[src/rtl/branch_redirect_ctrl.sv]
// Branch redirect controller for the ID-stage comparator loop.
// Decodes the ID opcode into the comparator select, resolves taken branches
// and jumps, owns the fetch PC, squashes IF/ID for one cycle after a redirect,
// locks up on HALT and counts taken control transfers (saturating).
//
// Handshake note: there is no valid/ready pair here. id_valid qualifies the
// ID-stage fields for one cycle; stall is a pure hold (no decision, PC held)
// and dominates id_valid. A decision is only ever made in RUN.
module branch_redirect_ctrl #(
   parameter int              WIDTH    = 16,
   parameter int              OFF_W    = 8,
   parameter logic [WIDTH-1:0] RESET_PC = '0,
   parameter int              PC_INC   = 2
) (
   input  logic             clk,
   input  logic             rst_n,
   input  logic             stall,
   input  logic             id_valid,
   input  logic [3:0]       id_opcode,
   input  logic [WIDTH-1:0] id_pc,
   input  logic [OFF_W-1:0] id_offset,
   input  logic [1:0]       branch,
   output logic [1:0]       branchControl,
   output logic [WIDTH-1:0] pc,
   output logic             flush_if_id,
   output logic             halted,
   output logic [15:0]      taken_cnt,
   output logic [1:0]       dbg_state
);

   localparam logic [3:0] OP_BGT  = 4'b0100;
   localparam logic [3:0] OP_BLT  = 4'b0101;
   localparam logic [3:0] OP_BEQ  = 4'b0110;
   localparam logic [3:0] OP_JMP  = 4'b1000;
   localparam logic [3:0] OP_HALT = 4'b1111;

   typedef enum logic [1:0] {
      S_RUN    = 2'b00,
      S_FLUSH  = 2'b01,
      S_HALTED = 2'b10
   } state_e;

   state_e           state_q, state_d;
   logic [WIDTH-1:0] pc_q, pc_d;
   logic [15:0]      taken_cnt_q, taken_cnt_d;

   logic             is_cond;
   logic             is_jmp;
   logic             is_halt;
   logic             decide;
   logic             taken;
   logic [WIDTH-1:0] off_ext;
   logic [WIDTH-1:0] target;
   logic [WIDTH-1:0] pc_seq;

   // Comparator select decode; unknown opcodes select the "always 0" compare.
   always_comb begin
      branchControl = 2'b11;
      case (id_opcode)
         OP_BLT:  branchControl = 2'b00;
         OP_BGT:  branchControl = 2'b01;
         OP_BEQ:  branchControl = 2'b10;
         default: branchControl = 2'b11;
      endcase
   end

   // Branch resolution and redirect target (word offset scaled to bytes).
   always_comb begin
      is_cond = (id_opcode == OP_BLT) || (id_opcode == OP_BGT) || (id_opcode == OP_BEQ);
      is_jmp  = (id_opcode == OP_JMP);
      is_halt = (id_opcode == OP_HALT);
      decide  = id_valid && !stall && (state_q == S_RUN);
      taken   = decide && ((is_cond && branch[0]) || is_jmp);
      off_ext = {{(WIDTH-OFF_W){id_offset[OFF_W-1]}}, id_offset};
      target  = id_pc + WIDTH'(PC_INC) + (off_ext << 1);
      pc_seq  = pc_q + WIDTH'(PC_INC);
   end

   // Next-state, next-PC and counter update.
   always_comb begin
      state_d     = state_q;
      pc_d        = pc_q;
      taken_cnt_d = taken_cnt_q;
      case (state_q)
         S_RUN: begin
            if (taken) begin
               pc_d    = target;
               state_d = S_FLUSH;
               if (taken_cnt_q != 16'hFFFF) begin
                  taken_cnt_d = taken_cnt_q + 16'd1;
               end
            end else if (decide && is_halt) begin
               state_d = S_HALTED;
            end else if (!stall) begin
               pc_d = pc_seq;
            end
         end
         S_FLUSH: begin
            // The ID-stage instruction is wrong-path here; never evaluate it.
            state_d = S_RUN;
            if (!stall) begin
               pc_d = pc_seq;
            end
         end
         S_HALTED: begin
            state_d = S_HALTED;
         end
         default: begin
            state_d = S_RUN;
         end
      endcase
   end

   // State, PC and counter registers.
   always_ff @(posedge clk or negedge rst_n) begin
      if (!rst_n) begin
         state_q     <= S_RUN;
         pc_q        <= RESET_PC;
         taken_cnt_q <= 16'd0;
      end else begin
         state_q     <= state_d;
         pc_q        <= pc_d;
         taken_cnt_q <= taken_cnt_d;
      end
   end

   // Outputs are decoded from registered state only.
   always_comb begin
      pc          = pc_q;
      taken_cnt   = taken_cnt_q;
      flush_if_id = (state_q == S_FLUSH);
      halted      = (state_q == S_HALTED);
      dbg_state   = state_q;
   end

endmodule

[config.mk]
export PLATFORM = sky130hd
export DESIGN_NAME = branch_redirect_ctrl
export DESIGN_NICKNAME = d
export VERILOG_FILES = /design/src/rtl/branch_redirect_ctrl.sv
export SDC_FILE = /design/constraint.sdc
export NUM_CORES = 1
export LEC_CHECK = 0
export ABC_CLOCK_PERIOD_IN_PS = 4100
export BUFFER_PORTS_ARGS = -buffer_cell sky130_fd_sc_hd__buf_2
export CAP_MARGIN = 10
export CORE_MARGIN = 4
export CORE_UTILIZATION = 57
export DETAILED_ROUTE_END_ITERATION = 6
export HOLD_SLACK_MARGIN = 0.12
export PLACE_DENSITY = 0.94
export SLEW_MARGIN = 5
export SYNTH_ARGS = -nofsm -noshare
export SYNTH_HDL_FRONTEND = slang
export SYNTH_SLANG_ARGS = --single-unit
[constraint.sdc]
create_clock -name clk -period 4.1 [get_ports clk]
set_input_delay 0.41 -clock clk [delete_from_list [all_inputs] [get_ports clk]]
set_output_delay 0.41 -clock clk [all_outputs]
set_load 0.01 [all_outputs]
==> results.json <==
{
  "r2r-end": "pc[15]$_DFFE_PN0P_",
  "synth_ff_type": "dfrtp_1",
  "num_antenna_cells": 0,
  "yosys_warnings": 0,
  "yosysSeqAreaShare_pct": 32.5,
  "clock_path_buffers": 2,
  "critPathLaunchType": "primary input",
  "die_height_um": 75.8,
  "fin_crit_ns": 2.73,
  "wl_per_cell_um": 14.2,
  "endpoint_kind": "register",
  "hp-class": "primary input to async pin",
  "r2r_setup_slack_ns": 1.89,
  "power_density_nw_per_um2": 440,
  "ys_ff_latch": 34,
  "cts.sinks": 34,
  "postCtsSetupBuffers": 0,
  "cap_violations": 0,
  "cp_slowest_cell": "o311ai_1",
  "tns_ns": 0,
  "vias": 2461,
  "cts-root-buf": "clkbuf_8",
  "synth_top_area_cell": "dfrtp_1",
  "cts_resized": 0,
  "die_area_sq_um": 5740,
  "synth.avg_cell_area_sq_um": 9.25,
  "final_nets": 420,
  "wirelength_um": 5810,
  "synth.area.top_cells": "dfrtp_1, ha_1, xnor2_1, a21oi_1, o21ai_0",
  "grt_usage_pct": 20.9,
  "min_period_over_period_pct": 66.7,
  "synthArstFlopShare_pct": 100,
  "drive_gt1_share_pct": 26.6,
  "finalHoldViolations": 0,
  "synth_edf_count": 0,
  "skew_ns": 0.00593,
  "worst_path_largest_cell_delay_ns": 0.47,
  "dp_hpwl_um": 4500,
  "cts_tree": "built",
  "clk_pin_slew_ns": 0.07,
  "num_rows": 24,
  "peakVddDrop_mv": 0.213,
  "busiest_layer": "met2",
  "grt_pass1_wl_um": 9380,
  "crit_end": "pc[14]$_DFFE_PN0P_",
  "met1_usage_pct": 24.8,
  "grt_max_degree": 35,
  "drcViolationCount": 0,
  "status": "complete, no violations",
  "htreeDepth": 2,
  "io_buffers": 70,
  "grt_use_met3_pct": 4.62,
  "syn2layout_area_growth_pct": 19.6,
  "gp_congestion": 0.855,
  "first_global_vias": 2228,
  "setup_viol": 0,
  "max_freq_mhz": 366,
  "setup_ws_ns": 1.37,
  "tightest_slew_ns": 0.779,
  "syn_area_sq_um": 2620,
  "die_w_um": 75.8,
  "drt_iter0_markers": 116,
  "grt_util_met2_pct": 35.8,
  "syn-instance-count": 283,
  "fp.coreArea_sq_um": 4410,
  "critPathRequiredTime_ns": 4.26,
  "drt-pass1-iter-count": 4,
  "critPathKind": "primary input to register",
  "holdWs_ns": 0.168,
  "synth_top_area_share_pct": 32.5,
  "worstPathArrival_ns": 2.89,
  "syn_nets": 347,
  "ctsHoldBuffers": 0,
  "grt_antenna_before_repair": 0,
  "p_leak_nw": 1.52,
  "final_max_slew_viol_count": 0,
  "dp_slack_ns": 1.05,
  "reg2reg_depth": 7,
  "cp_max_fo": 3,
  "grt_setup_unrepaired": "false",
  "crit_chain": "buf_2 -> ha_1 -> ha_1 -> fa_1 -> a211oi_1 -> nor2_1 -> o311ai_1 -> o21ai_0 -> xnor2_1 -> o221ai_1",
  "reg2reg_from": "dbg_state[0]$_DFFE_PN0P_",
  "synth_cell_types": 56,
  "ios": 72,
  "critPathMostFrequentCell": "ha_1",
  "routed_via_density": 6.02,
  "post-route-util_pct": 70.9,
  "timing.slew.headroom_pct": 47.6,
  "initial_core_util_pct": 59.3,
  "final_antenna_net_count": 0,
  "cts_buffers": 5,
  "clk_latency_ns": 0.30,
  "cp-startpoint": "id_pc[2]",
  "grt.overflow.total": 0
}
## through the flow
step / instance area [sq um] / total power [W] / std cells
floorplan: 2620 / 0.000868 / 283
CTS: 3130 / 0.00138 / 409
global placement: 3020 / 0.00105 / 401
detailed placement: 3020 / 0.00107 / 401
finish: 3130 / 0.00138 / 409
global route: 3130 / 0.00148 / 409
## routing by layer
layer / vias up / share of wire (%)
li1: 1205 / -
met1: 1153 / 41
met2: 93 / 50
met3: 10 / 7.3
met4: 0 / 1.6
met5: - / 0
## where the power goes
group / leakage [nW] / total [W] / internal [W] / switching [W]
clock network: 0.0579 / 0.000306 / 0.000179 / 0.000127
registers: 0.432 / 0.000542 / 0.000423 / 0.000119
logic: 1.03 / 0.000527 / 0.000238 / 0.000290
## registers in the layout, indices dropped and copies added, names as in the netlist
name,flops
pc,16
taken_cnt,16
dbg_state,2
## placed cells by master, fill, tap and decap left out, drive strengths merged, types with 3 or more instances in the layout
master  synthesis  layout
a211oi          4       4
a21o            6       6
a21oi          23      23
and3            7       7
and4            3       3
buf             4      72
clkbuf          2       5
dfrtp          34      34
ha             29      29
inv             7       7
nand2          20      20
nand3          18      18
nand4           7       7
nor2           18      18
nor3            4       4
nor3b           3       3
nor4            4       4
o21a            3       3
o21ai          24      24
o31ai           3       3
xnor2          21      21
xor2            5       5
## cell usage after synthesis, drive strengths merged, types with 2 or more instances
library cell and instances:
a211oi 4, a21o 6, a21oi 23, a22oi 2, and3 7, and4 3
and4bb 2, buf 4, clkbuf 2, dfrtp 34, ha 29, inv 7
nand2 20, nand3 18, nand4 7, nor2 18, nor2b 2, nor3 4
nor3b 3, nor4 4, nor4b 2, o211ai 2, o21a 3, o21ai 24
o22a 2, o22ai 2, o311ai 2, o31ai 3, or2 2, or3 2
xnor2 21, xor2 5
## critical path, delay by kind of cell
family	cells	cell delay, ns
and+or+nand+nor	1	0.10
buffers and inverters	1	0.10
adders and majority gates	3	0.95
AOI/OAI and AO/OA	4	1.10
xor gates and xnor gates	1	0.23
## worst min-delay path by stage
stage	slack, ns	to	cells after the start	start
6_report	0.17	taken_cnt[9]$_DFFE_PN0P_	1	rst_n
4_1_cts	0.19	taken_cnt[9]$_DFFE_PN0P_	1	rst_n
3_5_place_dp	0.46	pc[0]$_DFFE_PN0P_	2	pc[0]$_DFFE_PN0P_
3_3_place_gp	0.47	taken_cnt[5]$_DFFE_PN0P_	1	taken_cnt[5]$_DFFE_PN0P_
5_1_grt	0.22	taken_cnt[6]$_DFFE_PN0P_	1	rst_n
2_1_floorplan	0.11	dbg_state[0]$_DFFE_PN0P_	0	rst_n
## final cells by class
type / count / area, sq um
repair buffers: 72 / 365
fillers: 324 / 1280
inverters: 7 / 26.3
clock buffers: 5 / 68.8
flip-flops and latches: 34 / 851
multi-input cells: 236 / 1710
clock inverters: 3 / 40.0
well taps: 52 / 65.1
## cells by family (layout without fill, tap and decap cells)
logic type / Yosys count / count (layout) / share of synthesized area, %
compound gates: 79 / 79 / 18.9
xor+xnor: 26 / 26 / 8.70
mux: 1 / 1 / 0.430
fa+ha+maj: 30 / 30 / 14.6
buf+inv: 13 / 87 / 2.06
flops: 34 / 34 / 32.5
simple gates: 100 / 100 / 22.8
Power figures use the tool's default switching activity.
